==> config.mk <==
export PLATFORM = sky130hd
export DESIGN_NAME = avmm_slave_arbiter
export DESIGN_NICKNAME = d
export VERILOG_FILES = /design/src/rtl/avmm_slave_arbiter.sv
export SDC_FILE = /design/constraint.sdc
export NUM_CORES = 1
export LEC_CHECK = 0
export BUFFER_PORTS_ARGS = -buffer_cell sky130_fd_sc_hd__clkbuf_2
export CAP_MARGIN = 20
export CORE_AREA = 2 2 117 119
export CTS_BUF_LIST = sky130_fd_sc_hd__clkbuf_4 sky130_fd_sc_hd__clkbuf_8 sky130_fd_sc_hd__clkbuf_16
export DETAILED_ROUTE_END_ITERATION = 6
export DIE_AREA = 0 0 119 121
export PLACE_DENSITY = 0.49
export SYNTH_ARGS = -nofsm -noshare
export SYNTH_HDL_FRONTEND = slang
export SYNTH_SLANG_ARGS = --single-unit
==> constraint.sdc <==
create_clock -name clk -period 2.1 [get_ports clk]
set_input_delay 0.42 -clock clk [delete_from_list [all_inputs] [get_ports clk]]
set_output_delay 0.42 -clock clk [all_outputs]
set_load 0.01 [all_outputs]
==> src/rtl/avmm_slave_arbiter.sv <==
// Two-master round-robin arbiter in front of a single Avalon-MM slave port.
//
// m0 (host/UART bridge) and m1 (local requester) share slave port s0. The grant is
// registered, so a request is arbitrated in the cycle it appears and forwarded from
// the next cycle on. While a master is granted, its address, strobes and write data
// drive s0 combinationally. s0 readdata and waitrequest are returned only to that
// master. The master that is not granted sees waitrequest = 1, readdata = 0 and
// error = 0.
//
// Ports:
//   clk, reset                 clock, synchronous active-high reset
//   m0_* / m1_*                master ports (address, read, write, writedata in;
//                              readdata, waitrequest, error out)
//   s0_*                       slave port (address, read, write, writedata out;
//                              readdata, waitrequest in)
//   grant                      one-hot current grant, 00 when idle
//
// Build option: define ARB_TIMEOUT_EN to force-complete a granted transfer after
// TIMEOUT_CYCLES consecutive stalled cycles. A forced completion returns all-ones
// read data and pulses mN_error. Without the macro the arbiter waits indefinitely
// and both error outputs stay 0.

module avmm_slave_arbiter #(
  parameter int unsigned ADDR_WIDTH     = 32,
  parameter int unsigned DATA_WIDTH     = 32,
  parameter int unsigned TIMEOUT_CYCLES = 1024
) (
  input  logic                  clk,
  input  logic                  reset,
  input  logic [ADDR_WIDTH-1:0] m0_address,
  input  logic                  m0_read,
  input  logic                  m0_write,
  input  logic [DATA_WIDTH-1:0] m0_writedata,
  output logic [DATA_WIDTH-1:0] m0_readdata,
  output logic                  m0_waitrequest,
  output logic                  m0_error,
  input  logic [ADDR_WIDTH-1:0] m1_address,
  input  logic                  m1_read,
  input  logic                  m1_write,
  input  logic [DATA_WIDTH-1:0] m1_writedata,
  output logic [DATA_WIDTH-1:0] m1_readdata,
  output logic                  m1_waitrequest,
  output logic                  m1_error,
  output logic [ADDR_WIDTH-1:0] s0_address,
  output logic                  s0_read,
  output logic                  s0_write,
  output logic [DATA_WIDTH-1:0] s0_writedata,
  input  logic [DATA_WIDTH-1:0] s0_readdata,
  input  logic                  s0_waitrequest,
  output logic [1:0]            grant
);

  typedef enum logic [1:0] {StIdle, StGnt0, StGnt1} state_e;

  state_e state_q, state_d;
  logic   last_q, last_d;   // index of the master served last
  logic   m0_req, m1_req;
  logic   req_g;            // granted master is still requesting
  logic   forced;           // timeout completion this cycle
  logic   done;             // transfer completes this cycle

  assign m0_req = m0_read | m0_write;
  assign m1_req = m1_read | m1_write;

  always_comb begin
    req_g = 1'b0;
    unique case (state_q)
      StGnt0:  req_g = m0_req;
      StGnt1:  req_g = m1_req;
      default: req_g = 1'b0;
    endcase
  end

`ifdef ARB_TIMEOUT_EN
  logic [31:0] stall_q, stall_d;

  assign forced = req_g && (stall_q == 32'(TIMEOUT_CYCLES));

  // Remaining in the same grant state implies the slave stalled this cycle
  // (otherwise it would have completed), so no separate waitrequest test is needed.
  always_comb begin
    stall_d = '0;
    if ((state_q != StIdle) && (state_d == state_q)) begin
      stall_d = stall_q + 32'd1;
    end
  end

  always_ff @(posedge clk) begin
    if (reset) begin
      stall_q <= '0;
    end else begin
      stall_q <= stall_d;
    end
  end
`else
  logic unused_timeout;

  assign forced         = 1'b0;
  assign unused_timeout = ^32'(TIMEOUT_CYCLES);
`endif

  assign done = req_g & (~s0_waitrequest | forced);

  // Next-state: round-robin on ties, hand straight over to a waiting master on
  // completion, and fall back to idle if the granted master abandons its request.
  always_comb begin
    state_d = state_q;
    last_d  = last_q;
    unique case (state_q)
      StIdle: begin
        if (m0_req && m1_req) begin
          state_d = last_q ? StGnt0 : StGnt1;
        end else if (m0_req) begin
          state_d = StGnt0;
        end else if (m1_req) begin
          state_d = StGnt1;
        end
      end
      StGnt0: begin
        if (!m0_req) begin
          state_d = StIdle;
        end else if (done) begin
          state_d = m1_req ? StGnt1 : StIdle;
          last_d  = 1'b0;
        end
      end
      StGnt1: begin
        if (!m1_req) begin
          state_d = StIdle;
        end else if (done) begin
          state_d = m0_req ? StGnt0 : StIdle;
          last_d  = 1'b1;
        end
      end
      default: state_d = StIdle;
    endcase
  end

  always_ff @(posedge clk) begin
    if (reset) begin
      state_q <= StIdle;
      last_q  <= 1'b1;
    end else begin
      state_q <= state_d;
      last_q  <= last_d;
    end
  end

  // Datapath muxing; a forced completion suppresses the slave strobes.
  always_comb begin
    s0_address     = '0;
    s0_read        = 1'b0;
    s0_write       = 1'b0;
    s0_writedata   = '0;
    m0_readdata    = '0;
    m0_waitrequest = 1'b1;
    m0_error       = 1'b0;
    m1_readdata    = '0;
    m1_waitrequest = 1'b1;
    m1_error       = 1'b0;
    unique case (state_q)
      StGnt0: begin
        s0_address     = m0_address;
        s0_read        = m0_read & ~forced;
        s0_write       = m0_write & ~forced;
        s0_writedata   = m0_writedata;
        m0_waitrequest = s0_waitrequest & ~forced;
        m0_readdata    = forced ? '1 : s0_readdata;
        m0_error       = forced;
      end
      StGnt1: begin
        s0_address     = m1_address;
        s0_read        = m1_read & ~forced;
        s0_write       = m1_write & ~forced;
        s0_writedata   = m1_writedata;
        m1_waitrequest = s0_waitrequest & ~forced;
        m1_readdata    = forced ? '1 : s0_readdata;
        m1_error       = forced;
      end
      default: ;
    endcase
  end

  assign grant = {state_q == StGnt1, state_q == StGnt0};

endmodule

## Word-level counts from Yosys, hierarchy flattened

Cells that the tools add are included.

- Reductions and logical operators: 5
- Eq/ne operators: 9
- Multiplexer cells: 25
- Bitwise gates (word level): 4

Operators with widths:

| cell | count |
|---|---|
| $pmux 32 s2 | 2 |
| $mux 32 | 2 |
| $mux 2 | 9 |
| $ne 2x1->1 const B | 4 |
| $pmux 1 s2 | 4 |
| $mux 1 | 7 |
| $ne 3x2->1 const B | 2 |
| $pmux 2 s3 | 1 |
| $reduce_and 5->1 | 1 |
| $ne 4x4->1 const B | 1 |
| $reduce_and 3->1 | 1 |
| $eq 2x1->1 const B | 1 |
| $eq 2x2->1 const B | 1 |
| $logic_not 2->1 | 1 |
| $or 1x1->1 | 2 |
| $reduce_bool 2->1 | 1 |
| $and 1x1->1 | 1 |
| $logic_and 1x1->1 | 1 |
| $not 1->1 | 1 |

- Register bits: 3
- Bits of input ports: 167
- Output and inout port bits: 136

## Logic depth before layout (Yosys ltp)

- Depth after elaboration: 6
- Depth in mapped cells: 7

## Least setup slack after synthesis

Ideal clock, no wire load.

- Path type: register to output
- Start point: reg state_q[0]
- End point: out s0_read
- Arrival time: 1.485 ns
- Stages on the path, launching flop included: 8
- Setup slack: 0.195 ns
- Path buffers: 3
- Required time: 1.680 ns
- Cell sequence: dfxtp_1 > inv_1 > ha_1 > buf_2 > buf_2 > buf_1 > a22oi_1 > nor2b_1

- Cells in the longest elaborated chain, start to end: 2
- Elaborated cells between the ends (all ways): 3

RTL lines:

| item | RTL line | source |
|---|---|---|
| start, declared | 55 | `state_e state_q, state_d;` |
| start signal, assigned | 141 | `state_q <= StIdle;` |
| start signal, assigned | 144 | `state_q <= state_d;` |
| $eq 2x2->1 / $eq 2x1->1 (equally long branches) | 161 | `unique case (state_q)` |
| $pmux 1 s2 * | 161 |  |
| end, declared | 45 | `output logic s0_read,` |

Mark *: on every way between the ends. The rest lies on a longest branch, timed or not.

## Worst setup path in the final report

- Start point: reg state_q[0]
- End point: out s0_address[4]

- Cells in the longest elaborated chain, start to end: 2
- Elaborated cells between the ends (all ways): 3

RTL lines:

| item | RTL line | source |
|---|---|---|
| $eq 2x2->1 / $eq 2x1->1 (equally long branches) | 161 |  |
| $pmux 32 s2 * | 161 |  |
| end, declared | 44 | `output logic [ADDR_WIDTH-1:0] s0_address,` |

Marks and branches as above.

==> qor.csv <==
metric,value,unit
status,"complete, no violations",
pre-CTS setup slack,146.2,ps
fin nets,724,
CP Launch Type,flop,
Syn Area/Cell,6.609,µm²
Starting DRT DRC Count,81,
Die Ht,121,µm
grt total ovfl,0,
Synth Instances,269,
clk slew on worst S/H paths,30,ps
number of fillers in the final layout,1415,
share of layout cells above drive strength 1,59.09,%
HP Start,reset,
reg2reg end,state_q[1]$_SDFFE_PP0P_,
# hold bufs at CTS,0,
WL final,9540,µm
R2R Setup Slk,260,ps
Antenna Nets Post-Route,0,
I/O pin total,303,
first-pass GRT wire length,13120,µm
Worst Setup EP,s0_address[4],
CTS tree,built,
max-slew violations,0,
post-synth cell types,28,
clock network fraction of total power,8.8,%
period utilisation layout,96.03,%
die width,119,µm
CP endpoint kind,output port,
placed standard-cell area,3482,µm²
Final setup viols,0,
f_max,495.9,MHz
n_diodes,0,
DP Wirelength,7511,µm
peak supply drop,0.4245,mV
PwrDens,986.8,nW/µm²
clock sink count,3,
Clock Path Buffers,2,
critical path class,flop to output port,
DRC viols,0,
vias in the first global route,2712,
register area share after synthesis,3.378,%
RSZ-0062 raised after global routing,true,
Gate power share,88.2,%
I/O Buffers,300,
core area,13090,µm²
MaxCap Viol Count,0,
Via Count,3015,
"commonest non-fill, non-tap cells in the layout","clkbuf_2 (300), a22oi_1 (66), nor2b_1 (65), and2_1 (64), nor2_1 (6)",
largest net degree at the start of global routing,68,
Clock Skew,2.329,ps
Syn Std Cell Area,1778,µm²
crit-path max FO,33,
FP Rows,42,
Pleak,1.929,nW
Yosys warning total,0,
WP data required,1680,ps
Hold Fails Final Rpt,0,
Internal,1.877,mW
Seq cells post-synth,3,
P&R area growth vs syn,105.6,%
met1 Resource Use GR,12.66,%
min Tclk post-route,2017,ps
hold crit path type,input pin to flop,
GRT met2 Usage,21.44,%
global-route layer with the greatest usage,met2,
DR vias/cell,4.153,
Final Wtd Congestion,0.7882,
fin worst setup slack,83.35,ps
FF-to-FF Start,state_q[0]$_SDFFE_PP0P_,
Initial Util,13.59,%
crit path DAT,1600,ps
All-Layer GR Usage,10.79,%
worst-case reg-to-reg path depth,7,
root buf cell,clkbuf_16,
CTS Buf Count,3,
Net Switching,1.731,mW
part of the power in registers,3.0,%
initial antenna violation count,0,
die area,14400,µm²
DRT Pass-1 Iters,4,
M3 GR Usage,1.363,%
hold depth,2,
cell area after layout,3656,µm²
Worst setup startpoint,state_q[0]$_SDFFE_PP0P_,
DR WL/cell,13.14,µm
Worst-Skew Late Latency,230,ps
H-tree Lvls,1,
postcts setup bufs,0,
Net Sw Frac,47.97,%
"most common cell after layout, fill and taps aside",clkbuf_2,
synthesized netlist by cell type:
cell,count,share of area [%]
or2_0,1,0.35
dfxtp_1,3,3.4
o41ai_2,1,0.92
o21a_1,2,0.84
nand2_1,1,0.21
o21ai_0,2,0.56
a22oi_1,68,29
nand2b_1,2,0.70
and3_1,1,0.35
o21bai_1,1,0.42
o21ba_1,1,0.56
nor2_1,6,1.3
buf_2,2,0.56
inv_1,2,0.42
o221ai_1,1,0.49
a21oi_1,2,0.56
buf_1,5,1.1
and2_1,64,23
nor2b_1,67,24
or2_2,1,0.35
clkbuf_1,22,4.6
conb_1,1,0.21
buf_4,3,1.3
or4_1,1,0.42
o211ai_1,1,0.42
or2b_1,1,0.42
ha_1,6,4.2
mux2i_1,1,0.56
worst max-delay path, cell delays in order, from the launching register on:
cell and delay, ps:
dfxtp_2 390, inv_2 80, ha_2 220, buf_12 170, a22oi_1 270, nor2b_1 90, clkbuf_2 140
area by class of cell:
| class | instances | area (µm²) | area share, % |
|---|---|---|---|
| Clock buffer | 4 | 82.58 | 2.259 |
| Inverter | 2 | 7.507 | 0.2053 |
| Multi-Input combinational cell | 233 | 1625 | 44.46 |
| Tap cell | 176 | 220.2 | 6.023 |
| Timing Repair Buffer | 308 | 1659 | 45.38 |
| Sequential cell | 3 | 61.31 | 1.677 |
sequential cells by signal (all words and copies together), names as in the netlist:
register / count
last_q: 1
state_q: 2
logic make-up after synthesis:
family / synth area share [%]
buffers and inverters: 7.952
DFF: 3.378
and+or+nand+nor: 50.18
muxes: 0.5630
other: 0.2109
AOI/OAI and AO/OA: 33.50
adders and majority gates: 4.222
per-stage QoR:
| step | cells | power, mW | setup TNS, ps | utilization (%) | hold WS [ps] |
|---|---|---|---|---|---|
| finish | 726 | 3.608 | 0 | 27.94 | 430.8 |
| CTS | 724 | 3.421 | 0 | 27.35 | 432.1 |
| floorplan | 270 | 1.949 | 0 | - | 472.7 |
| detailed placement | 720 | 3.074 | 0 | 26.61 | 505.9 |
| global placement | 720 | 3.030 | 0 | 26.61 | 497.2 |
| global route | 726 | 3.925 | -7.987 | 27.94 | 465.3 |
metal layers:
| metal | routed length [µm] | vias up | part of all wire (%) |
|---|---|---|---|
| li1 | - | 1500 | - |
| met4 | 14 | 0 | 0.15 |
| met5 | 0 | - | 0 |
| met3 | 610 | 2 | 6.4 |
| met2 | 5212 | 150 | 55 |
| met1 | 3703 | 1363 | 39 |
what timing repair did:
action / in CTS / in global routing
setup endpoints to repair: 21 / 66
resized for setup: 5 / 6
gates cloned: 0 / 2
pin swaps: 0 / 0
worst min path at each step:
stage,end
floorplan,last_q$_SDFFE_PP1P_
detailed placement,last_q$_SDFFE_PP1P_
global route,state_q[0]$_SDFFE_PP0P_
global placement,last_q$_SDFFE_PP1P_
CTS,state_q[0]$_SDFFE_PP0P_
finish,state_q[0]$_SDFFE_PP0P_
power groups by stage:
stage,registers (mW),clock network (mW),logic [mW]
finish,0.109,0.319,3.18
global route,0.112,0.329,3.48
CTS,0.102,0.322,3.00
detailed placement,0.101,0,2.97
global placement,0.0989,0,2.93
floorplan,0.0957,0,1.85
Note: power is estimated with default switching activity, not from simulation.
